`config.mk`:
```
export PLATFORM = sky130hd
export DESIGN_NAME = uart_rx
export DESIGN_NICKNAME = d
export VERILOG_FILES = /design/src/rtl/uart_pkg.sv /design/src/rtl/uart_rx_bit_synchronizer.sv /design/src/rtl/uart_rx.sv
export SDC_FILE = /design/constraint.sdc
export NUM_CORES = 1
export LEC_CHECK = 0
export BUFFER_PORTS_ARGS = -buffer_cell sky130_fd_sc_hd__buf_2
export CORE_MARGIN = 1
export CORE_UTILIZATION = 50
export CTS_CLUSTER_DIAMETER = 60
export DETAILED_ROUTE_END_ITERATION = 7
export GPL_ROUTABILITY_DRIVEN = 0
export PLACE_DENSITY = 0.71
export SLEW_MARGIN = 20
export SYNTH_ARGS = -nofsm -noshare
export SYNTH_HDL_FRONTEND = slang
export SYNTH_SLANG_ARGS = --single-unit
```
`constraint.sdc`:
```
create_clock -name clock -period 2.5 [get_ports clock]
set_clock_uncertainty 0.15 [all_clocks]
set_input_delay 0.375 -clock clock [delete_from_list [all_inputs] [get_ports clock]]
set_output_delay 0.375 -clock clock [all_outputs]
set_load 0.02 [all_outputs]
```
`src/rtl/uart_pkg.sv`:
```
// -----------------------------------------------------------------------------
// uart_pkg
// Shared definitions for the UART receiver (and the future uart_tx):
//   - uart_state_e : FSM state encoding (IDLE/START/DATA/PARITY/STOP/BREAK)
//   - DATA_BITS    : data bits per frame
//   - DEFAULT_CLOCK_DIV : clocks per bit period for 115200 baud at 100 MHz
// -----------------------------------------------------------------------------
package uart_pkg;

    localparam int unsigned DATA_BITS         = 8;
    localparam logic [15:0] DEFAULT_CLOCK_DIV = 16'd868;

    typedef enum logic [2:0] {
        IDLE   = 3'd0,
        START  = 3'd1,
        DATA   = 3'd2,
        PARITY = 3'd3,
        STOP   = 3'd4,
        BREAK  = 3'd5
    } uart_state_e;

endpackage : uart_pkg

```
`src/rtl/uart_rx_bit_synchronizer.sv`:
```
// -----------------------------------------------------------------------------
// bit_synchronizer
// Multi-flop synchroniser for a single asynchronous bit. All flops reset to 1
// so an idle-high serial line does not look like a start bit after reset.
// Parameters:
//   STAGES : number of flops, 2..3
// Ports:
//   clock  : system clock
//   reset  : synchronous active-low reset
//   d      : asynchronous input
//   q      : synchronised output (last flop)
// -----------------------------------------------------------------------------
module bit_synchronizer #(
    parameter int unsigned STAGES = 2
) (
    input  logic clock,
    input  logic reset,
    input  logic d,
    output logic q
);

    if (STAGES < 2 || STAGES > 3) begin : g_stages_check
        $error("bit_synchronizer: STAGES must be 2..3");
    end

    logic [STAGES-1:0] sync_reg;
    logic [STAGES-1:0] stage_in;

    for (genvar gi = 0; gi < STAGES; gi++) begin : g_stage
        if (gi == 0) begin : g_first
            assign stage_in[gi] = d;
        end else begin : g_chain
            assign stage_in[gi] = sync_reg[gi-1];
        end
    end

    always_ff @(posedge clock) begin
        if (!reset) begin
            sync_reg <= '1;
        end else begin
            sync_reg <= stage_in;
        end
    end

    assign q = sync_reg[STAGES-1];

endmodule : bit_synchronizer

```
`src/rtl/uart_rx.sv`:
```
// -----------------------------------------------------------------------------
// uart_rx
// UART receiver: 1 start bit, 8 data bits LSB first, 1 stop bit, with an
// optional parity bit (enable with macro UART_RX_PARITY_EN; PARITY_ODD then
// selects odd parity, default even). Received bytes are offered on a
// valid/ready handshake; frame_error and overrun are sticky until clear_errors.
// Parameters:
//   CLOCK_DIV   : clocks per bit period (>= 4)
//   SYNC_STAGES : synchroniser depth on rx (2..3)
//   PARITY_ODD  : (UART_RX_PARITY_EN only) 1 = odd parity, 0 = even parity
// Ports:
//   clock        : system clock
//   reset        : synchronous active-low reset
//   rx           : asynchronous serial input, idles high
//   data_out     : last received byte
//   data_valid   : data_out holds an unconsumed byte
//   data_ready   : consumer accepts the byte when data_valid && data_ready
//   clear_errors : pulse clearing frame_error and overrun
//   frame_error  : sticky, bad stop (or parity) bit seen
//   overrun      : sticky, a byte arrived while the previous one was unread
//   busy         : FSM not in IDLE
// -----------------------------------------------------------------------------
module uart_rx
    import uart_pkg::*;
#(
    parameter int unsigned CLOCK_DIV   = DEFAULT_CLOCK_DIV,
    parameter int unsigned SYNC_STAGES = 2
`ifdef UART_RX_PARITY_EN
    ,
    parameter bit          PARITY_ODD  = 1'b0
`endif
) (
    input  logic       clock,
    input  logic       reset,
    input  logic       rx,
    output logic [7:0] data_out,
    output logic       data_valid,
    input  logic       data_ready,
    input  logic       clear_errors,
    output logic       frame_error,
    output logic       overrun,
    output logic       busy
);

    if (CLOCK_DIV < 4) begin : g_div_check
        $error("uart_rx: CLOCK_DIV must be >= 4");
    end

    // START waits half a bit so every later sample lands mid-bit.
    localparam logic [15:0] HALF_RELOAD = 16'((CLOCK_DIV >> 1) - 1);
    localparam logic [15:0] FULL_RELOAD = 16'(CLOCK_DIV - 1);

    logic rx_s;

    bit_synchronizer #(
        .STAGES (SYNC_STAGES)
    ) u_rx_sync (
        .clock (clock),
        .reset (reset),
        .d     (rx),
        .q     (rx_s)
    );

    uart_state_e          state_reg,       state_next;
    logic [15:0]          timer_reg,       timer_next;
    logic [2:0]           bit_cnt_reg,     bit_cnt_next;
    logic [DATA_BITS-1:0] shift_reg,       shift_next;
    logic                 deliver_reg,     deliver_next;
    logic [DATA_BITS-1:0] data_out_reg,    data_out_next;
    logic                 data_valid_reg,  data_valid_next;
    logic                 frame_error_reg, frame_error_next;
    logic                 overrun_reg,     overrun_next;
    logic                 parity_bad_reg,  parity_bad_next;
    logic                 frame_set;
    logic                 overrun_set;
    logic                 timer_expired;

    always_ff @(posedge clock) begin
        if (!reset) begin
            state_reg       <= IDLE;
            timer_reg       <= '0;
            bit_cnt_reg     <= '0;
            shift_reg       <= '0;
            deliver_reg     <= 1'b0;
            data_out_reg    <= '0;
            data_valid_reg  <= 1'b0;
            frame_error_reg <= 1'b0;
            overrun_reg     <= 1'b0;
            parity_bad_reg  <= 1'b0;
        end else begin
            state_reg       <= state_next;
            timer_reg       <= timer_next;
            bit_cnt_reg     <= bit_cnt_next;
            shift_reg       <= shift_next;
            deliver_reg     <= deliver_next;
            data_out_reg    <= data_out_next;
            data_valid_reg  <= data_valid_next;
            frame_error_reg <= frame_error_next;
            overrun_reg     <= overrun_next;
            parity_bad_reg  <= parity_bad_next;
        end
    end

    always_comb begin
        state_next      = state_reg;
        timer_next      = timer_reg;
        bit_cnt_next    = bit_cnt_reg;
        shift_next      = shift_reg;
        deliver_next    = 1'b0;
        parity_bad_next = parity_bad_reg;
        frame_set       = 1'b0;
        timer_expired   = (timer_reg == 16'd0);

        case (state_reg)
            IDLE: begin
                if (!rx_s) begin
                    state_next = START;
                    timer_next = HALF_RELOAD;
                end
            end

            START: begin
                if (timer_expired) begin
                    if (rx_s) begin
                        // Line went back high before mid-bit: a glitch.
                        state_next = IDLE;
                    end else begin
                        state_next      = DATA;
                        timer_next      = FULL_RELOAD;
                        bit_cnt_next    = 3'd0;
                        parity_bad_next = 1'b0;
                    end
                end else begin
                    timer_next = timer_reg - 16'd1;
                end
            end

            DATA: begin
                if (timer_expired) begin
                    shift_next   = {rx_s, shift_reg[DATA_BITS-1:1]};
                    timer_next   = FULL_RELOAD;
                    bit_cnt_next = bit_cnt_reg + 3'd1;
                    if (bit_cnt_reg == 3'd7) begin
`ifdef UART_RX_PARITY_EN
                        state_next = PARITY;
`else
                        state_next = STOP;
`endif
                    end
                end else begin
                    timer_next = timer_reg - 16'd1;
                end
            end

`ifdef UART_RX_PARITY_EN
            PARITY: begin
                if (timer_expired) begin
                    timer_next = FULL_RELOAD;
                    state_next = STOP;
                    // Data XOR parity bit is 0 for even parity, 1 for odd.
                    if (((^shift_reg) ^ rx_s) != PARITY_ODD) begin
                        frame_set       = 1'b1;
                        parity_bad_next = 1'b1;
                    end
                end else begin
                    timer_next = timer_reg - 16'd1;
                end
            end
`endif

            STOP: begin
                if (timer_expired) begin
                    if (rx_s) begin
                        deliver_next = !parity_bad_reg;
                        state_next   = IDLE;
                    end else begin
                        frame_set  = 1'b1;
                        state_next = BREAK;
                    end
                end else begin
                    timer_next = timer_reg - 16'd1;
                end
            end

            BREAK: begin
                // Hold here while the line is low so a break condition does
                // not spawn a stream of bogus frames.
                if (rx_s) begin
                    state_next = IDLE;
                end
            end

            default: begin
                state_next = IDLE;
            end
        endcase
    end

    // Output handshake: delivery is applied one edge after the stop sample.
    always_comb begin
        data_out_next   = data_out_reg;
        data_valid_next = data_valid_reg;
        overrun_set     = 1'b0;

        if (deliver_reg) begin
            if (!data_valid_reg || data_ready) begin
                data_out_next   = shift_reg;
                data_valid_next = 1'b1;
            end else begin
                overrun_set = 1'b1;
            end
        end else if (data_valid_reg && data_ready) begin
            data_valid_next = 1'b0;
        end

        // A set event on the same edge as clear_errors wins.
        frame_error_next = frame_set   | (frame_error_reg & ~clear_errors);
        overrun_next     = overrun_set | (overrun_reg     & ~clear_errors);
    end

    assign data_out    = data_out_reg;
    assign data_valid  = data_valid_reg;
    assign frame_error = frame_error_reg;
    assign overrun     = overrun_reg;
    assign busy        = (state_reg != IDLE);

endmodule : uart_rx

```
==> impl_metrics.ini, run 1 <==
[run_status]
outcome = finished clean

[drt]
routed-via-count = 1965
drc = 0
antenna_left = 0
drt_wl_total_um = 4790
dr.pass1.iters = 4
avgRoutedWirePerCell_um = 14.0
drtIter0Drc = 126
viasPerCell = 5.73

[logic_synthesis]
synth_compound_area_frac = 0.200
synth_area_um2 = 2130
synth_top_family_by_area = simple AND/OR/NAND/NOR gates
synth-edff-count = 0
synth-xor-area-share = 0.0123
yosys.area_share.simple = 0.262
syn_nets = 264
ys_types = 44
yosysSeqAreaShare = 0.413
synth_cells = 255
ys_warn_count = 0
muxShareOfSynthArea = 0.0422
yosys_most_used_dff = dfxtp_1
synth-async-reset-ratio = 0
syn_avg_cell_area_um2 = 8.37
synthAdderAreaFrac = 0.0234
synth_seq_cells = 44

[cts]
cts.sinks = 44
cts_buffer_depth = 2
cts-hold-fix-buffers = 0
cts.root.buffer_cell = clkbuf_8
numCtsBuffers = 5
path_clk_slew_ns = 0.09
cts_tree = yes
h-tree-depth = 2
clock_latency_ns = 0.30

[grt]
overflow = 0
grt_util_all_layers = 0.229
antenna_found_initial = 0
grt_pass1_vias = 1643
grt_max_degree = 28
grt_pass1_wl_um = 7790

[finish]
layout-drive-gt1-share = 0.259
nNetsFinal = 301
diodes = 0
utilization = 0.634
fin_area_um2 = 2570
largest_reg_flops = 16
syn2layout_area_growth_pct = 20.5

[place]
dpl_cell_area_um2 = 2430
portBuffers = 16
hpwl_um = 3330

[die]
start_util = 0.526
dieArea_um2 = 4530
die_y_um = 67.3
core_area_um2 = 4060
rows = 23
num_io_pins = 17
die_x_um = 67.3

[sta]
drv_slew = 0
hold_violations = 0
max_slew_margin = 0.667
max_freq_ghz = 0.407
setup_violations = 0
post-route-period-util = 0.984
rsz0062_at_grt = false
worstMarginPinSlew_ns = 0.500
min_period_ns = 2.46

[pwr]
peakVddDrop_mv = 0.678
leakage_nw = 1.10
powerDensity_nw_per_um2 = 1300

[critical_path]
critical_path.max_fanout = 4
critical_path.endpoint_type = register
startpoint_type = register
critical_path_class = register to register
cp.required_ns = 2.58
arrival_ns = 2.54

[worst_hold_path]
hp-class = primary input to register

[job]
maxCapViolations = 0
==> where the power goes <==
part | leakage, nW | switching, mW | internal (mW)
registers | 0.357 | 0.0908 | 0.819
clock network | 0.0548 | 0.258 | 0.301
logic | 0.684 | 0.964 | 0.906
==> layer usage <==
metal	GRT usage	up-vias	wire length, um	part of all wire
li1	-	1002	-	-
met1	0.318	910	2370	0.50
met2	0.344	44	2140	0.45
met3	0.0524	9	197	0.041
met4	0.0798	0	76	0.016
met5	0	-	0	0
==> timing repair <==
action                     CTS  global route
setup endpoints to repair    1             7
buffers inserted             0             0
resized for setup            1             7
pin swaps                    0             3
==> cells by family (layout without fill, tap and decap cells) <==
family	Yosys count	in the layout
and+or+nand+nor	103	103
AOI/OAI and AO/OA	68	68
DFF	44	44
buffers and inverters	24	62
muxes	9	9
adders and majority gates	4	4
xor gates and xnor gates	3	3
==> worst max-delay path: stages (launching register included) <==
cell and delay, ns:
dfxtp_2 0.34, or4_4 0.54, or4_4 0.56, or3_4 0.36, a211o_1 0.31, a21oi_1 0.13
==> Yosys cell counts (all sizes together), types with 3 or more instances <==
| library cell | number | area [um2] |
|---|---|---|
| nand3 | 5 | 25.0 |
| o21ai | 11 | 55.1 |
| nand2b | 6 | 37.5 |
| nand2 | 24 | 90.1 |
| inv | 6 | 22.5 |
| o221a | 3 | 33.8 |
| or3 | 11 | 73.8 |
| o31ai | 4 | 30.0 |
| nor4 | 5 | 31.3 |
| a211oi | 3 | 22.5 |
| dfxtp | 44 | 881 |
| clkbuf | 12 | 45.0 |
| nor3 | 7 | 35.0 |
| a21oi | 31 | 159 |
| mux2i | 9 | 90.1 |
| ha | 4 | 50.1 |
| a31oi | 5 | 31.3 |
| nor3b | 3 | 22.5 |
| nor2b | 3 | 18.8 |
| a211o | 3 | 26.3 |
| nor2 | 20 | 75.1 |
| or2 | 3 | 18.8 |
| or4 | 10 | 82.6 |
| buf | 4 | 25.0 |
==> final timing paths <==
path	slack [ns]	from	end	cells past startpoint
worst min register to register	0.27	u_rx_sync.sync_reg[0]	u_rx_sync.sync_reg[1]	1
worst max-delay path	0.04	timer_reg[7]	timer_reg[1]	5
worst max register to register	0.04	timer_reg[7]	timer_reg[1]	5
worst min-delay path	0.10	rx	u_rx_sync.sync_reg[0]	2
==> area by class of cell <==
class / count / area [um2]
multi-input combinational: 187 / 1180
timing repair buffer: 46 / 305
clock inverter: 3 / 46.3
fill: 352 / 1490
clock buffer: 5 / 68.8
tap: 50 / 62.6
sequential: 44 / 883
inverter: 8 / 30.0
==> stage by stage <==
stage	hold WS [ns]	setup WS, ns	std cells	setup TNS, ns	power, mW
6_report	0.101	0.0406	343	0	3.34
3_3_place_gp	0.246	0.0397	335	0	2.68
3_5_place_dp	0.257	-0.00368	335	-0.00368	2.70
4_1_cts	0.0972	0.0305	343	0	3.29
5_1_grt	0.101	0.00281	343	0	3.59
2_1_floorplan	0.236	0.0218	255	0	2.03
==> cell usage in the layout (no fill, tap or decap), drive strengths merged, types with 4 or more instances in the layout <==
| master | instances |
|---|---|
| buf | 46 |
| dfxtp | 44 |
| a21oi | 31 |
| nand2 | 24 |
| nor2 | 20 |
| o21ai | 11 |
| or3 | 11 |
| or4 | 10 |
| mux2i | 9 |
| nor3 | 7 |
| inv | 7 |
| nand2b | 6 |
| nor4 | 5 |
| nand3 | 5 |
| a31oi | 5 |
| clkbuf | 5 |
| o31ai | 4 |
| ha | 4 |
Power figures use the tool's default switching activity.
==> run 2: changes to the inputs <==
--- a/config.mk
+++ b/config.mk
@@ -7,11 +7,10 @@
 export LEC_CHECK = 0
 export BUFFER_PORTS_ARGS = -buffer_cell sky130_fd_sc_hd__buf_2
 export CORE_MARGIN = 1
-export CORE_UTILIZATION = 50
+export CORE_UTILIZATION = 35
 export CTS_CLUSTER_DIAMETER = 60
 export DETAILED_ROUTE_END_ITERATION = 7
 export GPL_ROUTABILITY_DRIVEN = 0
-export PLACE_DENSITY = 0.71
 export SLEW_MARGIN = 20
 export SYNTH_ARGS = -nofsm -noshare
 export SYNTH_HDL_FRONTEND = slang
==> impl_metrics.ini, run 2 (same netlist as run 1, synthesis figures left out) <==
[grt]
grt_pass1_wl_um = 8100
grt_util_all_layers = 0.161
grt_max_degree = 24
overflow = 0
antenna_found_initial = 0
grt_pass1_vias = 1798

[cts]
cts.root.buffer_cell = clkbuf_8
clock_latency_ns = 0.30
cts.sinks = 44
numCtsBuffers = 5
cts_tree = yes
cts_buffer_depth = 2
h-tree-depth = 2
path_clk_slew_ns = 0.09

[pwr]
p_total_mw = 3.42
peakVddDrop_mv = 0.454
powerDensity_nw_per_um2 = 1280
leakage_nw = 1.13

[critical_path]
startpoint_type = register
arrival_ns = 2.55
critical_path.max_fanout = 5
reg2reg_slack_ns = 0.03
r2r-start = timer_reg[12]
critical_path.endpoint_type = register
r2r-end = timer_reg[1]
ff2ff_path_depth = 5
cp.required_ns = 2.59
critical_path_class = register to register

[drt]
dr.pass1.iters = 4
drc = 0
viasPerCell = 5.24
avgRoutedWirePerCell_um = 12.7
antenna_left = 0
drtIter0Drc = 90
routed-via-count = 1961
drt_wl_total_um = 4760

[finish]
final_common_cell = dfxtp_1
fillCellCount = 594
fin_area_um2 = 2660
largest_reg_flops = 16
nNetsFinal = 307
syn2layout_area_growth_pct = 24.8
diodes = 0
layout-drive-gt1-share = 0.264
mostFrequentLayoutCells = dfxtp_1 (43), buf_4 (33), a21oi_1 (29), nand2_1 (24), nor2_1 (20)

[sta]
hold_violations = 0
setup_violations = 0
min_period_ns = 2.47
worstMarginPinSlew_ns = 0.558
post-route-period-util = 0.988
drv_slew = 0
rsz0062_at_grt = true
max_freq_ghz = 0.405
max_slew_margin = 0.628

[die]
core_area_um2 = 5890
die_x_um = 80.1
rows = 28
start_util = 0.363
die_y_um = 80.1
num_io_pins = 17
dieArea_um2 = 6420

[place]
dpl_cell_area_um2 = 2500
hpwl_um = 3420
portBuffers = 16

[worst_hold_path]
worstHoldStart = rx
hold_end = u_rx_sync.sync_reg[0]
hp-class = primary input to register
hold_path_depth = 2

[job]
maxCapViolations = 0

[run_status]
outcome = finished clean
==> run 2: how the worst max path moves through the flow <==
stage                        from            to  slack [ns]
finish              timer_reg[12]  timer_reg[1]        0.03
detailed placement  timer_reg[13]  timer_reg[1]     -0.0008
global route        timer_reg[12]  timer_reg[1]       -0.01
floorplan           timer_reg[13]  timer_reg[1]        0.02
global placement    timer_reg[13]  timer_reg[1]        0.03
CTS                 timer_reg[13]  timer_reg[1]        0.02
==> run 2: worst max-delay path, stage by stage, from the launching register on <==
cell and delay, ns:
dfxtp_2 0.33, or4_4 0.55, or4_4 0.58, or3_4 0.42, a211o_1 0.26, a21oi_1 0.13
==> run 2: report_power, final <==
part / internal (mW) / switching [mW] / leakage [nW] / total, mW
sequential: 0.817 / 0.0793 / 0.357 / 0.897
combinational: 0.957 / 0.997 / 0.720 / 1.95
clock: 0.301 / 0.266 / 0.0548 / 0.567
==> run 2: final cells by class <==
| type | instances | area, um2 | share of cell area |
|---|---|---|---|
| clock buffers | 5 | 68.8 | 0.0258 |
| clock inverters | 3 | 46.3 | 0.0174 |
| inverters | 8 | 30.0 | 0.0113 |
| multi-input cells | 187 | 1180 | 0.443 |
| flip-flops and latches | 44 | 882 | 0.331 |
| well taps | 75 | 93.8 | 0.0352 |
| repair buffers | 52 | 362 | 0.136 |
==> run 2: stage by stage <==
| stage | instances | hold WS, ns | worst slack [ns] | setup TNS, ns | utilization |
|---|---|---|---|---|---|
| 2_1_floorplan | 255 | 0.236 | 0.0218 | 0 | - |
| 3_3_place_gp | 365 | 0.237 | 0.0277 | 0 | 0.425 |
| 3_5_place_dp | 365 | 0.252 | -0.000843 | -0.000843 | 0.425 |
| 4_1_cts | 373 | 0.0934 | 0.0216 | 0 | 0.446 |
| 5_1_grt | 374 | 0.0922 | -0.0130 | -0.0145 | 0.453 |
| 6_report | 374 | 0.101 | 0.0308 | 0 | 0.453 |
==> run 2: what timing repair did <==
item                                    4_1_cts  5_1_grt
endpoints found under the setup margin        1       10
buffers inserted                              0        1
hold buffers                                  0        0
resized for setup                             1       11
pin swaps                                     0        9
==> run 2: per-layer routing <==
metal  wire length (um)  track usage
met1               2490        0.225
met2               2100        0.241
met3                152       0.0409
met4                 12       0.0500
met5                  0            0
